$ cat config.mk
export PLATFORM = sky130hd
export DESIGN_NAME = conv_tile_scheduler_flat
export DESIGN_NICKNAME = d
export VERILOG_FILES = /design/src/rtl/conv_tile_scheduler_if.sv /design/src/rtl/conv_tile_scheduler.sv /design/src/flat_wrapper.sv
export SDC_FILE = /design/constraint.sdc
export NUM_CORES = 1
export LEC_CHECK = 0
export BUFFER_PORTS_ARGS = -buffer_cell sky130_fd_sc_hd__buf_2
export CELL_PAD_IN_SITES_DETAIL_PLACEMENT = 0
export CELL_PAD_IN_SITES_GLOBAL_PLACEMENT = 1
export CORE_AREA = 2 2 184 186
export DETAILED_ROUTE_END_ITERATION = 10
export DIE_AREA = 0 0 186 188
export PLACE_DENSITY = 0.82
export SYNTH_ARGS = -nofsm -noshare
export SYNTH_HDL_FRONTEND = slang
export SYNTH_SLANG_ARGS = --single-unit
$ cat constraint.sdc
create_clock -name clk -period 2 [get_ports clk]
set_input_delay 0.1 -clock clk [delete_from_list [all_inputs] [get_ports clk]]
set_output_delay 0.1 -clock clk [all_outputs]
set_load 0.005 [all_outputs]
$ cat src/rtl/conv_tile_scheduler_if.sv
// Write port from the tile scheduler to the output buffer: one tile result per
// valid/ready handshake, addressed by tile index.
interface conv_tile_scheduler_if #(
    parameter int N_UNITS    = 14,
    parameter int DATA_WIDTH = 16
);
    logic                          wr_valid;
    logic                          wr_ready;
    logic [7:0]                    wr_addr;
    logic [N_UNITS*DATA_WIDTH-1:0] wr_data;

    modport master (output wr_valid, output wr_addr, output wr_data, input wr_ready);
    modport slave  (input wr_valid, input wr_addr, input wr_data, output wr_ready);
endinterface

$ cat src/rtl/conv_tile_scheduler.sv
// Walks one conv layer tile by tile: clear the unit bank, let it accumulate for
// MAC_CYCLES, capture the bank's results and hand them to the output buffer.
module conv_tile_scheduler #(
    parameter int DATA_WIDTH = 16,
    parameter int D          = 1,
    parameter int H          = 32,
    parameter int W          = 32,
    parameter int F          = 5,
    parameter int N_UNITS    = (W - F + 1) / 2,
    parameter int MAC_CYCLES = D * F * F + 2
) (
    input  logic                          clk,
    input  logic                          reset,
    input  logic                          start,
    input  logic                          abort,
    output logic                          busy,
    output logic                          done,
    output logic [5:0]                    row,
    output logic [5:0]                    column,
    output logic                          unit_clear,
    input  logic [N_UNITS*DATA_WIDTH-1:0] unit_result,
    conv_tile_scheduler_if.master         wr
);

    localparam int LAST_ROW = H - F;
    localparam int CW       = $clog2(MAC_CYCLES + 1);

    // Each output row is split evenly between two half-row tiles.
    generate
        if ((W - F + 1) % 2 != 0) begin : g_odd_row_width
            $error("conv_tile_scheduler: W-F+1 must be even");
        end
    endgenerate

    typedef enum logic [2:0] {
        IDLE,
        CLEAR,
        ACCUM,
        WRITE,
        DONE
    } state_t;

    state_t                        state;
    state_t                        state_next;
    logic [CW-1:0]                 cnt;
    logic [7:0]                    addr;
    logic [N_UNITS*DATA_WIDTH-1:0] data;
    logic                          valid;
    logic                          accept;
    logic                          last_tile;

    assign wr.wr_valid = valid;
    assign wr.wr_addr  = addr;
    assign wr.wr_data  = data;

    // Abort beats everything except reset; an aborted WRITE does not count as accepted.
    always_comb begin
        state_next = state;
        accept     = 1'b0;
        last_tile  = (row == 6'(LAST_ROW)) && (column != 6'd0);
        case (state)
            IDLE:    if (start && !abort) state_next = CLEAR;
            CLEAR:   state_next = ACCUM;
            ACCUM:   if (cnt == CW'(MAC_CYCLES - 1)) state_next = WRITE;
            WRITE: begin
                if (wr.wr_ready) begin
                    accept     = 1'b1;
                    state_next = last_tile ? DONE : CLEAR;
                end
            end
            DONE:    state_next = IDLE;
            default: state_next = IDLE;
        endcase
        if (abort && state != IDLE) begin
            state_next = IDLE;
            accept     = 1'b0;
        end
    end

    // Flags are registered from the next state so every output comes straight off a flop.
    always_ff @(posedge clk) begin
        if (reset) begin
            state      <= IDLE;
            cnt        <= '0;
            row        <= '0;
            column     <= '0;
            addr       <= '0;
            data       <= '0;
            valid      <= 1'b0;
            busy       <= 1'b0;
            done       <= 1'b0;
            unit_clear <= 1'b1;
        end else begin
            state      <= state_next;
            busy       <= (state_next == CLEAR) || (state_next == ACCUM) || (state_next == WRITE);
            done       <= (state_next == DONE);
            valid      <= (state_next == WRITE);
            unit_clear <= (state_next != ACCUM);
            if (abort && state != IDLE) begin
                row    <= '0;
                column <= '0;
                addr   <= '0;
                cnt    <= '0;
            end else begin
                case (state)
                    IDLE: begin
                        if (start) begin
                            row    <= '0;
                            column <= '0;
                            addr   <= '0;
                        end
                    end
                    CLEAR: cnt <= '0;
                    ACCUM: begin
                        cnt <= cnt + 1'b1;
                        if (state_next == WRITE) data <= unit_result;
                    end
                    WRITE: begin
                        if (accept) begin
                            if (last_tile) begin
                                row    <= '0;
                                column <= '0;
                                addr   <= '0;
                            end else begin
                                addr <= addr + 8'd1;
                                if (column == 6'd0) begin
                                    column <= 6'(N_UNITS);
                                end else begin
                                    column <= '0;
                                    row    <= row + 6'd1;
                                end
                            end
                        end
                    end
                    default: ;
                endcase
            end
        end
    end

endmodule

$ cat src/flat_wrapper.sv
// flat-port wrapper written by rule: the top's interface ports become plain ports
module conv_tile_scheduler_flat 
#(
    parameter int DATA_WIDTH = 16,
    parameter int D          = 1,
    parameter int H          = 32,
    parameter int W          = 32,
    parameter int F          = 5,
    parameter int N_UNITS    = (W - F + 1) / 2,
    parameter int MAC_CYCLES = D * F * F + 2
)
  (clk, reset, start, abort, busy, done, row, column, unit_clear, unit_result, wr_wr_valid, wr_wr_addr, wr_wr_data, wr_wr_ready);
  conv_tile_scheduler_if #(.N_UNITS(N_UNITS), .DATA_WIDTH(DATA_WIDTH)) wr_i ();
  input  logic clk;
  input  logic reset;
  input  logic start;
  input  logic abort;
  output logic busy;
  output logic done;
  output logic [5:0] row;
  output logic [5:0] column;
  output logic unit_clear;
  input  logic [N_UNITS*DATA_WIDTH-1:0] unit_result;
  output wire logic [$bits(wr_i.wr_valid)-1:0] wr_wr_valid;
  output wire logic [$bits(wr_i.wr_addr)-1:0] wr_wr_addr;
  output wire logic [$bits(wr_i.wr_data)-1:0] wr_wr_data;
  input wire logic [$bits(wr_i.wr_ready)-1:0] wr_wr_ready;
  assign wr_wr_valid = wr_i.wr_valid;
  assign wr_wr_addr = wr_i.wr_addr;
  assign wr_wr_data = wr_i.wr_data;
  assign wr_i.wr_ready = wr_wr_ready;
  conv_tile_scheduler #(.DATA_WIDTH(DATA_WIDTH), .D(D), .H(H), .W(W), .F(F), .N_UNITS(N_UNITS), .MAC_CYCLES(MAC_CYCLES)) u_core (.clk(clk), .reset(reset), .start(start), .abort(abort), .busy(busy), .done(done), .row(row), .column(column), .unit_clear(unit_clear), .unit_result(unit_result), .wr(wr_i));
endmodule
==> reports/metrics.csv, run 1 <==
stage;metric;value;unit
clock_network;Root Driver;clkbuf_16;
synthesis;Synth Area per Inst;7.93;sq um
floorplanning;effective utilization at floorplan;27.2;%
min_path;hold crit path type;input pin to flop;
critical_path;worst setup path category;flop to flop;
status;outcome;finished clean;
synthesis;post-synthesis cell type count;41;
critical_path;CP required;2.38;ns
place;number of port buffers;473;
global_routing;initial antenna violation count;1;
global_routing;vias in the first global route;10100;
floorplanning;Die Wd;186;um
routing;ANT nets after route;0;
place;placed inst area;12000;sq um
sta;final hold slack;0.0675;ns
sta;final worst path period share;95.6;%
cells_and_area;nets;2078;
floorplanning;io pins;477;
critical_path;WP data arrival;2.30;ns
pwr;PwrDens;695;nW/um^2
critical_path;worst r2r dst;u_core.wr.wr_data[90];
synthesis;Synth Register Bits;251;
place;routability cong.;0.847;
critical_path;r2r setup slk;0.09;ns
cells_and_area;Cell Count, Final, Fillers Out;2312;
floorplanning;row cnt;67;
clock_network;Sink Count;251;
clock_network;htree depth;1;
critical_path;critical path fanouts, max;24;
global_routing;Overall Global Routing Usage;17.2;%
min_path;worst hold endpoint;u_core.state[2];
routing;DR WL/cell;14.4;um
clock_network;clock slew at reported path FFs;0.06;ns
sta;fin. max-slew vios;0;
clock_network;worst skew pair latency;0.53;ns
routing;1st-pass router iterations;5;
routing;DR vias/cell;4.48;
routing;drt initial violations;354;
sta;Slew HR;46.2;%
synthesis;Post-Syn Area;9000;sq um
critical_path;crit path launch type;flop;
critical_path;FF-to-FF Start;u_core.state[1];
pwr;Pwr Total;10.8;mW
critical_path;Crit path largest cell delay;0.46;ns
global_routing;pin count of the biggest net entering global routing;138;
synthesis;register area share after synthesis;55.9;%
critical_path;CP max stage cell;dfxtp_1;
sta;# setup viols final;0;
global_routing;first-pass GRT wire length;49.5;mm
cells_and_area;Layout area overhead;72.3;%
routing;residual DRC count;0;
sta;Hold Vio Cnt, Final;0;
pwr;Leakage;6.71;nW
pwr;VDD IR max;0.620;mV
place;half-perimeter wire length after placement;21.4;mm
clock_network;CTS max path bufs;3;
floorplanning;Core ar.;33100;sq um
critical_path;critical-path cell list;nor3b_1 > nand3b_1 > buf_12 > buf_4 > nand2_1 > a21oi_2;
min_path;worst hold start;start;
sta;slew of the pin with the lowest slew margin;0.806;ns
synthesis;Synth Warn #;0;
critical_path;Setup crit start;u_core.state[1];
floorplanning;full die area;35000;sq um
cells_and_area;most used cells in the layout excluding fill and tap cells;buf_2, nand2_1, dfxtp_1, a21oi_1, dlygate4sd3_1;
cells_and_area;commonest non-fill, non-tap cell in the layout;buf_2;
clock_network;Num CTS Buffers;27;
cells_and_area;design area;15500;sq um
clock_network;CTS tree;done;
sta;min cycle time layout;1.91;ns
critical_path;FF-to-FF path depth;6;
flow_run;max_cap viols;0;
sta;clk_skew;0.00962;ns
routing;total number of vias;10400;
min_path;Worst Hold Depth;3;
critical_path;CP Capture Type;flop;
synthesis;Mapped Cells;1135;
cells_and_area;layout cell share with drive strength beyond 1;31.8;%
place;dpl cells;2024;
routing;Total Wirelength;33.3;mm
floorplanning;die height;188;um
sta;FMAX;523;MHz
global_routing;total gr overflow;0;
## layout make-up
class                           count  area [sq um]
Sequential cell                   251          5020
Multi-Input combinational cell    795          3620
Timing Repair Buffer              765          5390
Fill cell                        3144         17600
Tap cell                          448           561
Inverter                            5          18.8
Clock inverter                      4          70.1
Clock buffer                       43           806
Antenna cell                        1          2.50
## layer usage
metal  routed length [um]  track usage, %  vias up
met3                 1940            3.38       94
met4                 1500            7.93        0
li1                     -               -     5119
met5                    0               0        -
met1                13400            19.2     4769
met2                16500            31.2      380
## power by group
group	switching (mW)	internal (mW)	total, mW
combinational	0.281	0.498	0.780
clock	1.99	2.99	4.98
sequential	0.0108	5.01	5.02
total	2.28	8.49	10.8
## worst max-delay path: cells and delay by family, from the launching register on
family,cells,cell delay (ns)
AOI/OAI and AO/OA,1,0.07
buffers and inverters,2,0.42
DFF,1,0.46
and+or+nand+nor,3,0.78
## through the flow
step	worst slack [ns]	utilization (%)	setup TNS, ns
after floorplan	0.199	-	0
after global placement	0.155	36.3	0
after detailed placement	0.0837	36.3	0
after CTS	0.0639	45.8	0
after global routing	-0.0159	46.8	-0.0285
final	0.0879	46.8	0
## flip-flops by register name (all words and copies together) (netlist names)
name and flops:
u_core.wr.wr_valid 1, u_core.cnt 5, u_core.state 3, u_core.unit_clear 1, u_core.done 1, u_core.column 1, u_core.wr.wr_addr 8, u_core.busy 1
u_core.wr.wr_data 224, u_core.row 6
## synth_stat cells (all sizes together)
library cell / count / share of area, %
nand2: 456 / 19
dfxtp: 251 / 56
a21oi: 240 / 13
clkbuf: 58 / 2.4
buf: 28 / 1.8
o21ai: 15 / 0.83
nor2: 13 / 0.54
nand3: 9 / 0.50
o31ai: 6 / 0.50
inv: 5 / 0.21
ha: 4 / 0.56
nor2b: 4 / 0.28
or3: 4 / 0.28
or4: 4 / 0.33
xnor2: 4 / 0.39
a211oi: 3 / 0.25
nor3: 3 / 0.17
nor4: 3 / 0.28
mux2i: 2 / 0.22
nand2b: 2 / 0.14
nand4b: 2 / 0.19
nor3b: 2 / 0.17
o21a: 2 / 0.17
a21boi: 1 / 0.083
a21o: 1 / 0.083
a311oi: 1 / 0.097
a41oi: 1 / 0.18
and3: 1 / 0.070
and4: 1 / 0.097
conb: 1 / 0.042
nand3b: 1 / 0.083
nand4: 1 / 0.070
nor4b: 1 / 0.17
nor4bb: 1 / 0.11
o21bai: 1 / 0.083
or3b: 1 / 0.13
or4b: 1 / 0.11
xor2: 1 / 0.097
## logic make-up (layout without fill, tap and decap cells)
| kind of cell | Yosys count | after routing | share of synthesized area, % |
|---|---|---|---|
| adders and majority gates | 4 | 4 | 0.556 |
| AOI/OAI and AO/OA | 271 | 271 | 15.6 |
| and+or+nand+nor | 510 | 510 | 22.7 |
| muxes | 2 | 2 | 0.223 |
| DFF | 251 | 251 | 55.9 |
| other | 1 | 4 | 0.0417 |
| buffers and inverters | 91 | 817 | 4.46 |
| xor gates and xnor gates | 5 | 5 | 0.487 |
## worst max path at each step
| stage | endpoint | slack (ns) | depth (start not counted) |
|---|---|---|---|
| after global placement | u_core.row[5] | 0.15 | 5 |
| after global routing | u_core.wr.wr_data[13] | -0.02 | 9 |
| final | u_core.wr.wr_data[90] | 0.09 | 6 |
| after CTS | u_core.wr.wr_data[2] | 0.06 | 8 |
| after detailed placement | u_core.wr.wr_data[2] | 0.08 | 8 |
| after floorplan | u_core.wr.wr_data[100] | 0.20 | 9 |
## what timing repair did
item                                    CTS  global route
hold buffers                            227             0
endpoints found under the hold margin   230             0
resized for setup                         0            39
endpoints found under the setup margin    0           143
setup buffers                             0             7
No activity file was read; power rests on OpenSTA's default activity.
==> run 2, diff against run 1 <==
- CORE_AREA: 2 2 184 186 -> 2 2 183 185
- DIE_AREA: 0 0 186 188 -> 0 0 185 187
- PLACE_DENSITY: 0.82 -> 0.85
- clock period: 2 -> 1.6 ns (I/O delays scaled with it)
==> run 2 against run 1 <==
Via count is 4.4% higher; design area grew 5.9%; utilization up 3.1 points; die area fell by 1.1%; critical path type unchanged; clock skew down 0.0012 ns; clock power grew 33%; the run now ends with negative setup slack left.
==> reports/metrics.csv, run 2 (synthesis gave the netlist of run 1 again) <==
stage;metric;value;unit;change
floorplanning;Core ar.;32900;sq um;was 33,100 sq um
routing;residual DRC count;0;;unchanged
clock_network;CTS tree;done;;unchanged
sta;min cycle time layout;1.82;ns;was 1.91 ns
min_path;worst hold start;start;;unchanged
min_path;worst hold endpoint;u_core.state[2];;unchanged
min_path;hold crit path type;input pin to flop;;unchanged
global_routing;initial antenna violation count;2;;was 1
sta;unrepaired setup endpoints after global routing;yes;;
floorplanning;Die Wd;185;um;was 186 um
sta;final worst path period share;114;%;was 95.6%
critical_path;FF-to-FF path depth;10;;was 6
pwr;PwrDens;849;nW/um^2;was 695 nW/um^2
status;outcome;complete, but fails checks;;was finished clean
critical_path;FF-to-FF Start;u_core.cnt[0];;was u_core.state[1]
cells_and_area;max FFs per register;224;;unchanged
routing;ANT nets after route;0;;unchanged
place;number of port buffers;473;;unchanged
critical_path;worst setup path category;flop to flop;;unchanged
global_routing;Overall Global Routing Usage;18.8;%;was 17.2%
critical_path;critical path fanouts, max;8;;was 24
cells_and_area;most used cells in the layout excluding fill and tap cells;buf_2, nand2_1, dfxtp_1, dlygate4sd3_1, a21oi_1;;was buf_2, nand2_1, dfxtp_1, a21oi_1, dlygate4sd3_1
clock_network;Root Driver;clkbuf_16;;unchanged
clock_network;clock slew at reported path FFs;0.06;ns;about the same
clock_network;CTS max path bufs;3;;unchanged
floorplanning;row cnt;67;;unchanged
clock_network;worst skew pair latency;0.54;ns;was 0.53 ns
routing;DR vias/cell;4.61;;was 4.48
sta;TNS Setup;-32.18;ns;was 0 ns
routing;drt initial violations;423;;was 354
sta;FMAX;550;MHz;was 523 MHz
critical_path;crit path launch type;flop;;unchanged
clock_network;Num CTS Buffers;28;;was 27
sta;clk_skew;0.00841;ns;was 0.00962 ns
global_routing;total gr overflow;0;;unchanged
sta;Hold Vio Cnt, Final;0;;unchanged
floorplanning;full die area;34600;sq um;was 35,000 sq um
pwr;Leakage;7.06;nW;was 6.71 nW
cells_and_area;commonest non-fill, non-tap cell in the layout;buf_2;;unchanged
status;failing checks;negative setup slack;;
critical_path;CP Capture Type;flop;;unchanged
routing;DR WL/cell;15.4;um;was 14.4 um
routing;total number of vias;10800;;was 10,400
place;half-perimeter wire length after placement;21.6;mm;was 21.4 mm
place;dpl cells;2042;;was 2,024
global_routing;pin count of the biggest net entering global routing;113;;was 138
clock_network;Sink Count;251;;unchanged
min_path;Worst Hold Depth;4;;was 3
sta;fin. max-slew vios;0;;unchanged
flow_run;max_cap viols;0;;unchanged
clock_network;htree depth;1;;unchanged
cells_and_area;nets;2107;;was 2,078
routing;Total Wirelength;36.2;mm;was 33.3 mm
sta;# setup viols final;239;;was 0
place;routability cong.;0.853;;was 0.847
cells_and_area;layout cell share with drive strength beyond 1;37.9;%;was 31.8%
pwr;VDD IR max;0.795;mV;was 0.620 mV
critical_path;worst r2r dst;u_core.wr.wr_data[76];;was u_core.wr.wr_data[90]
floorplanning;die height;187;um;was 188 um
cells_and_area;Cell Count, Final, Fillers Out;2346;;was 2,312
critical_path;r2r setup slk;-0.22;ns;was 0.09 ns
sta;Slew HR;57.1;%;was 46.2%
place;pre-CTS setup slack;-0.255;ns;was 0.0837 ns
sta;fin worst setup slack;-0.219;ns;was 0.0879 ns
critical_path;CP required;2.00;ns;was 2.38 ns
cells_and_area;Layout area overhead;82.5;%;was 72.3%
sta;slew of the pin with the lowest slew margin;0.644;ns;was 0.806 ns
global_routing;first-pass GRT wire length;53.5;mm;was 49.5 mm
routing;1st-pass router iterations;7;;was 5
floorplanning;io pins;477;;unchanged
floorplanning;effective utilization at floorplan;27.4;%;was 27.2%
critical_path;WP data arrival;2.21;ns;was 2.30 ns
global_routing;vias in the first global route;10900;;was 10,100
[run 2: stage by stage]
step	area (sq um)	power, mW	hold WS (ns)	utilization (%)
after floorplan	9210	6.59	0.196	-
after global placement	12200	6.98	0.320	37.2
after detailed placement	12200	6.98	0.325	37.2
after CTS	15800	14.1	0.138	48.0
after global routing	16400	14.4	0.206	50.0
final	16400	13.9	0.175	50.0
[run 2: layout make-up]
cell class / count / area (sq um)
inverter: 5 / 18.8
timing repair buffer: 793 / 5860
sequential: 251 / 5030
antenna: 2 / 5.00
multi-input combinational: 795 / 3980
fill: 2918 / 16400
clock buffer: 41 / 851
tap: 448 / 561
clock inverter: 11 / 113
[run 2: how the worst max path moves through the flow]
stage,cells after the start,end,from
2_1_floorplan,6,u_core.wr.wr_addr[6],u_core.state[0]
3_3_place_gp,8,u_core.wr.wr_data[43],u_core.cnt[0]
3_5_place_dp,8,u_core.wr.wr_data[91],u_core.cnt[0]
4_1_cts,9,u_core.wr.wr_data[104],u_core.cnt[0]
5_1_grt,10,u_core.wr.wr_data[67],u_core.cnt[0]
6_report,10,u_core.wr.wr_data[76],u_core.cnt[0]
[run 2: metal layers]
| layer | up-vias | wire, um | global-route usage (%) |
|---|---|---|---|
| li1 | 5186 | - | - |
| met1 | 5027 | 14100 | 20.6 |
| met2 | 479 | 17700 | 33.5 |
| met3 | 128 | 2550 | 4.15 |
| met4 | 0 | 1820 | 10.1 |
| met5 | - | 0 | 0 |
[run 2: where the power goes]
group	leakage (nW)	total, mW	internal [mW]	switching [mW]
logic	4.55	1.05	0.665	0.387
clock network	0.484	6.61	4.00	2.62
registers	2.02	6.27	6.26	0.0105
[run 2: critical path, cell delays in order (launching register included)]
cell and delay, ns:
dfxtp_2 0.32, inv_2 0.07, ha_4 0.11, nand4b_1 0.16
buf_4 0.19, nand3b_1 0.18, buf_6 0.18, buf_16 0.16
clkbuf_16 0.17, nand2_2 0.07, a21oi_2 0.05
[run 2: timing repair]
item	CTS	global route
endpoints found under the hold margin	228	0
gates resized for setup	21	128
pin swaps	2	36
setup endpoints to repair	239	244
buffers inserted	5	4
hold buffers	228	0
gates cloned	6	9
